## config.mk

```make
export PLATFORM = sky130hd
export DESIGN_NAME = z_norm_check
export DESIGN_NICKNAME = d
export VERILOG_FILES = /design/src/rtl/z_norm_check.sv
export SDC_FILE = /design/constraint.sdc
export NUM_CORES = 1
export LEC_CHECK = 0
export BUFFER_PORTS_ARGS = -buffer_cell sky130_fd_sc_hd__buf_2
export CORE_ASPECT_RATIO = 1.1
export CORE_UTILIZATION = 35
export CTS_CLUSTER_SIZE = 40
export DETAILED_ROUTE_END_ITERATION = 8
export PLACE_DENSITY = 0.6
export SLEW_MARGIN = 20
export SYNTH_ARGS = -nofsm -noshare
export SYNTH_HDL_FRONTEND = slang
export SYNTH_SLANG_ARGS = --single-unit
```

## constraint.sdc

```tcl
create_clock -name clk -period 10.9 [get_ports clk]
set_input_delay 0.545 -clock clk [delete_from_list [all_inputs] [get_ports clk]]
set_output_delay 0.545 -clock clk [all_outputs]
set_load 0.005 [all_outputs]
```

## src/rtl/z_norm_check.sv

```systemverilog
// Streams y and c*s1 from two BRAMs, forms z = y + centred(c*s1) mod+- Q, and writes z
// while |z| stays below gamma1 - BETA; the first violation aborts the pass with reject set.
module z_norm_check #(
  parameter int L      = 7,
  parameter int N      = 256,
  parameter int GAMMA1 = 19,
  parameter int BETA   = 120,
  parameter int Q      = 8380417
) (
  input  logic                       clk,
  input  logic                       rst,
  input  logic                       start,
  output logic                       busy,
  output logic                       done,
  output logic                       reject,
  output logic [$clog2(N*L)-1:0]     rd_addr,
  input  logic [23:0]                dout_y,
  input  logic [22:0]                dout_cs1,
  output logic                       we_z,
  output logic [$clog2(N*L)-1:0]     addr_z,
  output logic [23:0]                din_z
);

  localparam int AW = $clog2(N*L);
  localparam int SW = 26;
  localparam logic [AW-1:0]        LAST  = AW'(N*L-1);
  localparam logic signed [SW-1:0] QS    = SW'(Q);
  localparam logic signed [SW-1:0] HALF  = SW'((Q-1)/2);
  localparam logic signed [SW-1:0] BOUND = SW'((1 << GAMMA1) - BETA);

  typedef enum logic [1:0] {IDLE, RUN, DRAIN, FIN} state_t;

  state_t state, state_nx;

  logic                 rd_vld;   // dout_* carries data for rd_addr_q this cycle
  logic [AW-1:0]        rd_addr_q;
  logic                 live;
  logic                 viol;
  logic signed [SW-1:0] c_w, s_w, z_w, mag;

  assign busy = (state != IDLE);
  assign done = (state == FIN);

  // Data arriving in FIN belongs to reads issued before an abort and is dropped.
  assign live = rd_vld && ((state == RUN) || (state == DRAIN));

  always_comb begin
    c_w = $signed({3'b000, dout_cs1});
    if (c_w > HALF) c_w = c_w - QS;
    s_w = $signed({{2{dout_y[23]}}, dout_y}) + c_w;
    if (s_w > HALF)       z_w = s_w - QS;
    else if (s_w < -HALF) z_w = s_w + QS;
    else                  z_w = s_w;
    mag  = z_w[SW-1] ? -z_w : z_w;
    viol = live && (mag >= BOUND);
  end

  always_ff @(posedge clk) begin
    if (rst) state <= IDLE;
    else     state <= state_nx;
  end

  always_comb begin
    state_nx = state;
    unique case (state)
      IDLE:  if (start) state_nx = RUN;
      RUN:   if (viol) state_nx = FIN;
             else if (rd_addr == LAST) state_nx = DRAIN;
      DRAIN: if (viol) state_nx = FIN;
             else if (we_z && (addr_z == LAST)) state_nx = FIN;
      FIN:   state_nx = IDLE;
      default: state_nx = IDLE;
    endcase
  end

  always_ff @(posedge clk) begin
    if (rst) begin
      rd_addr   <= '0;
      rd_addr_q <= '0;
      rd_vld    <= 1'b0;
      reject    <= 1'b0;
      we_z      <= 1'b0;
      addr_z    <= '0;
      din_z     <= '0;
    end else begin
      we_z      <= 1'b0;
      rd_vld    <= (state == RUN) && !viol;
      rd_addr_q <= rd_addr;
      if ((state == IDLE) && start) begin
        rd_addr <= '0;
        reject  <= 1'b0;
      end else if ((state == RUN) && !viol && (rd_addr != LAST)) begin
        rd_addr <= rd_addr + AW'(1);
      end
      if (live) begin
        if (viol) begin
          reject <= 1'b1;
        end else begin
          we_z   <= 1'b1;
          addr_z <= rd_addr_q;
          din_z  <= z_w[23:0];
        end
      end
    end
  end

endmodule

```

==> impl_metrics.env, run 1 <==
export IMPL_start_kind="input port"
export IMPL_insertion_delay_ns=0.33
export IMPL_hold_path_class="reg -> reg"
export IMPL_row_count=54
export IMPL_cap_violations=0
export IMPL_cts_buffer_depth=2
export IMPL_clkTransAtPathRegs_ns=0.05
export IMPL_ys_seq_elements=62
export IMPL_core_area_mm2=0.01980
export IMPL_cts_repair_resized=0
export IMPL_cp_required_ns=11.07
export IMPL_synth_area_mm2=0.007053
export IMPL_ys_warn_count=0
export IMPL_status="finished, violations left"
export IMPL_cp_end_kind="flop"
export IMPL_timing_fmax_mhz=109.9
export IMPL_power_density_mw_per_mm2=138.9
export IMPL_numCtsBuffers=9
export IMPL_dr_pass1_iters=7
export IMPL_critPathMaxFanout=29
export IMPL_layout_common_cells="99 x buf_2, 97 x nor2_1, 89 x nand2_1"
export IMPL_yosys_top_cells_area="dfxtp_1 18%, ha_1 6.9%, mux2i_1 6.2%"
export IMPL_synth_mux_area_share_pct=6.404
export IMPL_yosys_cell_types_count=93
export IMPL_path_class="in -> reg"
export IMPL_nets=1100
export IMPL_tns_ns=0
export IMPL_clock_sinks=62
export IMPL_fin_crit_ns=9.097
export IMPL_cp_arrival_ns=9.27
export IMPL_grt_pass1_vias=6725
export IMPL_rr_worst_depth=8
export IMPL_synth_top_family_by_area="simple AND/OR/NAND/NOR gates"
export IMPL_p_leak_nw=3.188
export IMPL_rsz0062_at_grt="no"
export IMPL_hold_buffers=0
export IMPL_synth_edf_count=0
export IMPL_drc=1
export IMPL_drt_iter0_markers=553
export IMPL_grt_pass1_wl_mm=34.24
export IMPL_h_tree_depth=3
export IMPL_diodes=0
export IMPL_area_delta_synth_final_pct=14.42
export IMPL_synth_nets=1020
export IMPL_max_stage_delay_ns=0.74
export IMPL_drive_above_1_share_pct=16.55
export IMPL_ys_seq_area_share_pct=17.60
export IMPL_fillers=2084
export IMPL_ioPinCount=100
export IMPL_synthFlopType="dfxtp_1"
export IMPL_cp_endpoint="din_z[22]"
export IMPL_maxSlewViolCount=0
export IMPL_skew_ns=0.003952
export IMPL_post_cts_buffers=0
export IMPL_regToRegStartpoint="rd_addr[2]"
export IMPL_die_area_mm2=0.02072
export IMPL_synth_compound_area_share_pct=26.70
export IMPL_io_buffers=99
export IMPL_synth_adder_area_share_pct=7.202
export IMPL_synth_top_area_cell="dfxtp_1"
export IMPL_avgRoutedWirePerCell_um=17.19
export IMPL_wl_mm=21.78
export IMPL_post_route_util_pct=40.77
export IMPL_layout_commonest_cell="buf_2"
export IMPL_slew_headroom_pct=37.73
export IMPL_routed_via_count=7422
export IMPL_synth_top_area_share_pct=17.60
export IMPL_rrSetupSlack_ns=8.50
export IMPL_synth_avg_cell_area_um2=7.584
export IMPL_grt_usage_pct=20.85
export IMPL_multi_input_area_mm2=0.005547
export IMPL_die_y_um=150.9
export IMPL_post_route_period_util_pct=83.46
export IMPL_hold_viol_final=0
export IMPL_die_w_um=137.4
export IMPL_final_antenna_net_count=0
export IMPL_cts_tree="built"
export IMPL_setup_viol=0
export IMPL_grt_start_max_net_pins=53
export IMPL_dpl_hpwl_mm=17.39
export IMPL_avgViaCountPerCell=5.858
export IMPL_grt_overflow_total=0
export IMPL_start_util_pct=35.63
export IMPL_synthSimpleGateAreaFrac_pct=30.39
export IMPL_cts_root_buf="clkbuf_16"
export IMPL_netlist_instances=930
export IMPL_crit_start="dout_cs1[6]"
export IMPL_synth_xor_area_share_pct=7.823
export IMPL_timing_rr_end="state[1]"
export IMPL_async_reset_ff_share_pct=0
export IMPL_vdd_ir_drop_max_mv=0.1131
export IMPL_regArea_mm2=0.001241
export IMPL_cp_slowest_cell="nor4_1"
export IMPL_antenna_found_initial=0
export IMPL_worst_slew_pin_slew_ns=0.9340
export IMPL_gp_congestion=1.055
export IMPL_failed_checks="DRC"
## worst max-delay path, delay by kind of cell
kind	cells	cell delay (ns)
simple gates	14	4.63
compound gates	7	1.98
buf+inv	5	1.07
fa+ha+maj	2	0.63
mux	1	0.24
xor+xnor	1	0.15
## how the worst min path moves through the flow
| stage | end | from | slack [ns] | cells past startpoint |
|---|---|---|---|---|
| 6_report | reject | reject | 0.45 | 2 |
| 5_1_grt | reject | reject | 0.48 | 2 |
| 4_1_cts | reject | reject | 0.46 | 2 |
| 3_5_place_dp | reject | reject | 0.45 | 2 |
| 3_3_place_gp | addr_z[3] | rd_addr_q[3] | 0.45 | 2 |
| 2_1_floorplan | addr_z[2] | rd_addr_q[2] | 0.44 | 2 |
## state kept, by name, indices dropped and copies added (netlist names)
register   cells
reject         1
we_z           1
din_z         24
rd_addr       11
state          2
addr_z        11
rd_addr_q     11
rd_vld         1
## power breakdown
group	internal [mW]	switching (mW)	leakage, nW
clock	0.206	0.0977	0.160
combinational	0.198	0.378	2.53
sequential	0.233	0.00693	0.500
## metal layers
| metal | global-route usage, % | wire (um) |
|---|---|---|
| met4 | 7.692 | 643 |
| met2 | 34.44 | 9979 |
| met5 | 0 | 0 |
| met3 | 2.845 | 1240 |
| met1 | 27.41 | 9915 |
## cells in the mapped netlist (17+ instances only)
cell type and count:
dfxtp_1 62, nor3_1 31, xor2_1 21, nand2_1 89
a21oi_1 46, mux2i_1 44, clkbuf_1 17, xnor2_1 42
nor2_1 97, inv_1 21, o21ai_0 32, nand4_1 20
ha_1 39, nand3_1 35, o211ai_1 21
## cell type report
type / count / area share [%]
clock buffers: 11 / 3.008
clock inverters: 5 / 1.023
inverters: 21 / 0.9767
multi-input cells: 808 / 68.73
flip-flops and latches: 62 / 15.38
well taps: 252 / 3.907
repair buffers: 108 / 6.977
## per-stage QoR
step	setup slack [ns]	instance area (um2)	hold slack, ns	power (mW)	cells
6_report	1.803	8070	0.4512	1.121	1267
5_1_grt	1.126	8070	0.4800	1.190	1267
4_1_cts	1.559	8066	0.4583	1.116	1267
3_5_place_dp	1.235	7741	0.4461	0.8089	1251
3_3_place_gp	1.330	7741	0.4461	0.8099	1251
2_1_floorplan	2.565	7053	0.4403	0.6624	930
## logic make-up (layout without fill, tap and decap cells)
kind of cell    Yosys count  after routing
fa+ha+maj                40             40
buf+inv                  60            145
xor+xnor                 63             63
flops                    62             62
simple gates            405            405
mux                      45             45
compound gates          255            255
(Power assumes the default switching activity.)
==> inputs of run 2 (changes only) <==
--- a/config.mk
+++ b/config.mk
@@ -10,7 +10,7 @@
 export CORE_UTILIZATION = 35
 export CTS_CLUSTER_SIZE = 40
 export DETAILED_ROUTE_END_ITERATION = 8
-export PLACE_DENSITY = 0.6
+export PLACE_DENSITY = 0.62
 export SLEW_MARGIN = 20
 export SYNTH_ARGS = -nofsm -noshare
 export SYNTH_HDL_FRONTEND = slang
==> constraint.sdc (replaced) <==
create_clock -name clk -period 7.4 [get_ports clk]
set_input_delay 0.37 -clock clk [delete_from_list [all_inputs] [get_ports clk]]
set_output_delay 0.37 -clock clk [all_outputs]
set_load 0.005 [all_outputs]
==> impl_metrics.env, run 2 (synthesis results as in run 1) <==
export IMPL_status="finished, violations left"
export IMPL_failed_checks="setup timing"
export IMPL_regMostFlops="din_z"
export IMPL_critPathMaxFanout=7
export IMPL_grt_busiest_layer="met2"
export IMPL_placed_area_mm2=0.01004
export IMPL_vdd_ir_drop_max_mv=0.1763
export IMPL_grt_overflow_total=0
export IMPL_min_delay_start="reject"
export IMPL_fin_crit_ns=7.528
export IMPL_power_total_mw=2.062
export IMPL_regToRegStartpoint="rd_addr[0]"
export IMPL_start_util_pct=35.63
export IMPL_maxSlewViolCount=0
export IMPL_die_y_um=150.9
export IMPL_gp_congestion=0.9884
export IMPL_timing_hold_ws_ns=0.4583
export IMPL_nets=1422
export IMPL_h_tree_depth=3
export IMPL_dp_cells=1541
export IMPL_final_antenna_net_count=0
export IMPL_row_count=54
export IMPL_area_delta_synth_final_pct=57.81
export IMPL_worst_slew_pin_slew_ns=0.9075
export IMPL_fillers=1789
export IMPL_final_area_mm2=0.01113
export IMPL_multi_input_area_mm2=0.006121
export IMPL_path_class="in -> reg"
export IMPL_wl_mm=25.54
export IMPL_die_w_um=137.4
export IMPL_p_leak_nw=4.851
export IMPL_tns_ns=-2.709
export IMPL_routed_via_count=8657
export IMPL_layout_commonest_cell="buf_4"
export IMPL_grt_start_max_net_pins=53
export IMPL_antenna_found_initial=0
export IMPL_cts_buffer_depth=2
export IMPL_core_area_mm2=0.01980
export IMPL_diodes=0
export IMPL_die_area_mm2=0.02072
export IMPL_pre_cts_ws_ns=-0.5061
export IMPL_timing_fmax_mhz=132.8
export IMPL_grt_pass1_wl_mm=38.79
export IMPL_drive_above_1_share_pct=42.33
export IMPL_avgRoutedWirePerCell_um=16.07
export IMPL_dr_pass1_iters=5
export IMPL_dpl_hpwl_mm=20.22
export IMPL_grt_pass1_vias=8061
export IMPL_skew_ns=0.004323
export IMPL_avgViaCountPerCell=5.448
export IMPL_largest_reg_flops=24
export IMPL_clkTransAtPathRegs_ns=0.06
export IMPL_grtUsageMet3_pct=1.774
export IMPL_post_route_period_util_pct=101.7
export IMPL_max_stage_delay_ns=0.61
export IMPL_io_buffers=99
export IMPL_drt_iter0_markers=510
export IMPL_rrSetupSlack_ns=5.28
export IMPL_layout_common_cells="319 x buf_4, 97 x buf_2, 94 x nor2_1"
export IMPL_setup_viol=35
export IMPL_crit_start="dout_cs1[6]"
export IMPL_regArea_mm2=0.001241
export IMPL_drc=0
export IMPL_cts_root_buf="clkbuf_16"
export IMPL_slew_headroom_pct=39.50
export IMPL_start_kind="input port"
export IMPL_power_density_mw_per_mm2=185.2
export IMPL_grtUsageMet2_pct=42.10
export IMPL_cp_end_kind="flop"
export IMPL_cp_slowest_cell="or4_1"
export IMPL_cap_violations=0
export IMPL_rsz0062_at_grt="yes"
export IMPL_numCtsBuffers=9
export IMPL_insertion_delay_ns=0.32
export IMPL_hold_path_class="reg -> reg"
export IMPL_final_cells=1589
export IMPL_hold_viol_final=0
export IMPL_clock_sinks=62
export IMPL_cp_arrival_ns=7.74
export IMPL_setup_ws_ns=-0.1282
export IMPL_post_route_util_pct=56.23
export IMPL_ioPinCount=100
export IMPL_cp_required_ns=7.62
export IMPL_grt_usage_pct=23.49
export IMPL_cts_tree="built"
export IMPL_use_met1_pct=28.75
==> run 2: repair_timing <==
action,in CTS,in global routing
pin swaps,6,47
hold buffers,0,0
endpoints found under the setup margin,49,51
cloned,1,2
buffers inserted,6,24
resized for setup,15,90
==> run 2: cell type report <==
type,instances,share of cell area [%]
timing repair buffer,430,27.77
multi-input combinational,808,54.99
tap,252,2.833
sequential,62,11.15
inverter,21,0.7082
clock inverter,6,0.4047
clock buffer,10,2.147
==> run 2: path summary, 6_finish.rpt <==
| kind | endpoint | cells after the start |
|---|---|---|
| worst max-delay path | rd_addr[10] | 31 |
| worst max register to register | state[0] | 7 |
| worst min-delay path | reject | 2 |
| worst min register to register | reject | 2 |
==> run 2: critical path: cells and delay by family <==
kind / cells / cell delay (ns)
AOI/OAI and AO/OA: 8 / 1.82
xor gates and xnor gates: 2 / 0.33
adders and majority gates: 1 / 0.38
buffers and inverters: 3 / 0.37
muxes: 1 / 0.12
and+or+nand+nor: 16 / 4.31
==> run 2: where the power goes <==
part	switching (mW)	leakage, nW	internal [mW]
Clock	0.153	0.143	0.238
Sequential	0.0110	0.500	0.344
Combinational	0.686	4.21	0.631
Total	0.850	4.85	1.21
==> run 2: routing by layer <==
layer	vias up	part of all wire (%)
li1	4321	-
met1	4034	44
met2	249	50
met3	53	3.0
met4	0	3.2
met5	-	0
==> inputs of run 3 (changes only) <==
--- a/config.mk
+++ b/config.mk
@@ -5,6 +5,7 @@
 export SDC_FILE = /design/constraint.sdc
 export NUM_CORES = 1
 export LEC_CHECK = 0
+export ABC_AREA = 1
 export BUFFER_PORTS_ARGS = -buffer_cell sky130_fd_sc_hd__buf_2
 export CORE_ASPECT_RATIO = 1.1
 export CORE_UTILIZATION = 35
==> impl_metrics.env, run 3 <==
export IMPL_status="finished clean"
export IMPL_numCtsBuffers=9
export IMPL_die_y_um=159.4
export IMPL_synth_edf_count=0
export IMPL_largest_reg_flops=24
export IMPL_post_route_period_util_pct=88.83
export IMPL_routed_via_count=8807
export IMPL_synth_nets=1519
export IMPL_layout_commonest_cell="nand2_1"
export IMPL_slew_headroom_pct=43.35
export IMPL_drive_above_1_share_pct=15.83
export IMPL_synth_avg_cell_area_um2=5.520
export IMPL_cts_tree="built"
export IMPL_ioPinCount=100
export IMPL_ys_warn_count=0
export IMPL_regArea_mm2=0.001241
export IMPL_synth_top_area_cell="nand2_1"
export IMPL_cts_buffer_depth=2
export IMPL_grt_pass1_wl_mm=37.58
export IMPL_start_kind="input port"
export IMPL_dpl_hpwl_mm=18.52
export IMPL_power_total_mw=1.821
export IMPL_start_util_pct=35.68
export IMPL_clock_sinks=62
export IMPL_layout_common_cells="462 x nand2_1, 183 x inv_1, 143 x nor2_1, 143 x nand3_1, 99 x buf_2"
export IMPL_path_class="in -> reg"
export IMPL_yosys_cell_types_count=44
export IMPL_row_count=57
export IMPL_io_buffers=99
export IMPL_timing_fmax_mhz=152.1
export IMPL_h_tree_depth=3
export IMPL_die_area_mm2=0.02314
export IMPL_synth_area_mm2=0.007888
export IMPL_core_area_mm2=0.02211
export IMPL_avgViaCountPerCell=4.847
export IMPL_hold_viol_final=0
export IMPL_antenna_found_initial=0
export IMPL_synthFlopType="dfxtp_1"
export IMPL_clkTransAtPathRegs_ns=0.06
export IMPL_multi_input_area_mm2=0.005674
export IMPL_vdd_ir_drop_max_mv=0.09904
export IMPL_fin_crit_ns=6.573
export IMPL_gp_congestion=0.9027
export IMPL_critPathMaxFanout=44
export IMPL_p_leak_nw=4.682
export IMPL_hold_path_class="in -> reg"
export IMPL_diodes=0
export IMPL_ys_seq_area_share_pct=15.74
export IMPL_grt_start_max_net_pins=45
export IMPL_tns_ns=0
export IMPL_synth_commonest_cells="463 x nand2_1, 183 x inv_1, 143 x nand3_1, 143 x nor2_1, 62 x dfxtp_1"
export IMPL_die_w_um=145.1
export IMPL_dr_pass1_iters=5
export IMPL_async_reset_ff_share_pct=0
export IMPL_power_density_mw_per_mm2=203.7
export IMPL_drc=0
export IMPL_synth_most_common_cell="nand2_1"
export IMPL_avgRoutedWirePerCell_um=12.21
export IMPL_cp_slowest_cell="fa_1"
export IMPL_final_antenna_net_count=0
export IMPL_insertion_delay_ns=0.33
export IMPL_cp_required_ns=7.65
export IMPL_worst_slew_pin_slew_ns=0.8488
export IMPL_max_stage_delay_ns=0.54
export IMPL_grt_usage_pct=19.39
export IMPL_cp_end_kind="flop"
export IMPL_drt_iter0_markers=458
export IMPL_cts_root_buf="clkbuf_16"
export IMPL_area_delta_synth_final_pct=13.36
export IMPL_cap_violations=0
export IMPL_skew_ns=0.006669
export IMPL_grt_overflow_total=0
export IMPL_ys_seq_elements=62
export IMPL_regMostFlops="din_z"
export IMPL_cp_arrival_ns=6.83
export IMPL_grt_pass1_vias=8048
export IMPL_fillers=2509
export IMPL_netlist_instances=1429
export IMPL_rsz0062_at_grt="no"
export IMPL_nets=1607
export IMPL_setup_viol=0
export IMPL_hold_buffers=0
export IMPL_wl_mm=22.18
export IMPL_yosys_top_cells_area="nand2_1 22%, dfxtp_1 16%, nand3_1 9.1%"
export IMPL_maxSlewViolCount=0
export IMPL_synth_top_area_share_pct=22.03
export IMPL_cp_common_cell="nand2_1"
==> run 3: changes by cell type in the layout (fill, tap and decap cells not counted), moves of 31 or more <==
cell / delta
nand2_1: +377
buf_4: -313
inv_1: +162
nand3_1: +111
nor2_1: +49
mux2i_1: -43
nand2_2: +36
inv_2: +31
==> run 3: per-layer routing <==
metal  GRT usage, %  vias up  routed length [um]
met5              0        -                   0
met4          5.694        0                 399
met3          1.662       31                 878
met2          32.82      223               10140
met1          26.09     3843               10760
li1               -     4710                   -
==> run 3: final timing paths <==
check,startpoint,to,slack (ns),cells past startpoint
worst max-delay path,dout_cs1[5],din_z[6],0.83,42
worst min-delay path,rst,rd_addr_q[5],0.39,2
worst max register to register,rd_addr[0],state[0],5.22,11
worst min register to register,din_z[21],din_z[21],0.44,2
==> run 3: final cells by class <==
cell class	instances	share of cell area, %
multi-input combinational	1122	63.46
sequential	62	13.88
inverter	217	9.138
timing repair buffer	105	6.045
tap	295	4.128
clock buffer	9	2.519
clock inverter	7	0.8256
==> run 3: metrics by stage <==
stage	instance area (um2)	setup slack (ns)	hold slack (ns)	cells	utilization, %
global route	8941	0.05461	0.4029	1817	40.44
floorplan	7888	1.585	0.4306	1429	-
detailed placement	8633	0.3157	0.4380	1801	39.05
global placement	8633	0.3530	0.4392	1801	39.05
CTS	8932	0.6685	0.3824	1817	40.40
finish	8941	0.8266	0.3902	1817	40.44
==> run 3: cell families after synthesis <==
kind of cell | after synthesis | share of synthesized area, %
simple gates | 902 | 50.86
buf+inv | 245 | 12.48
compound gates | 131 | 9.042
flops | 62 | 15.74
xor+xnor | 49 | 5.441
fa+ha+maj | 40 | 6.440
==> run 3: power breakdown <==
part	switching, mW	internal, mW
Clock	0.158	0.261
Combinational	0.719	0.328
Sequential	0.0106	0.345
Total	0.887	0.934
==> run 3: repair_timing <==
| item | 4_1_cts | 5_1_grt |
|---|---|---|
| hold endpoints to repair | 0 | 0 |
| endpoints found under the setup margin | 0 | 33 |
| gates resized for setup | 0 | 2 |
| setup buffers | 0 | 0 |
==> run 3: worst max-delay path, delay by kind of cell <==
kind | cells | cell delay [ns]
buffers and inverters | 9 | 1.42
AOI/OAI and AO/OA | 4 | 0.59
adders and majority gates | 3 | 1.00
and+or+nand+nor | 25 | 3.19
xor gates and xnor gates | 1 | 0.22
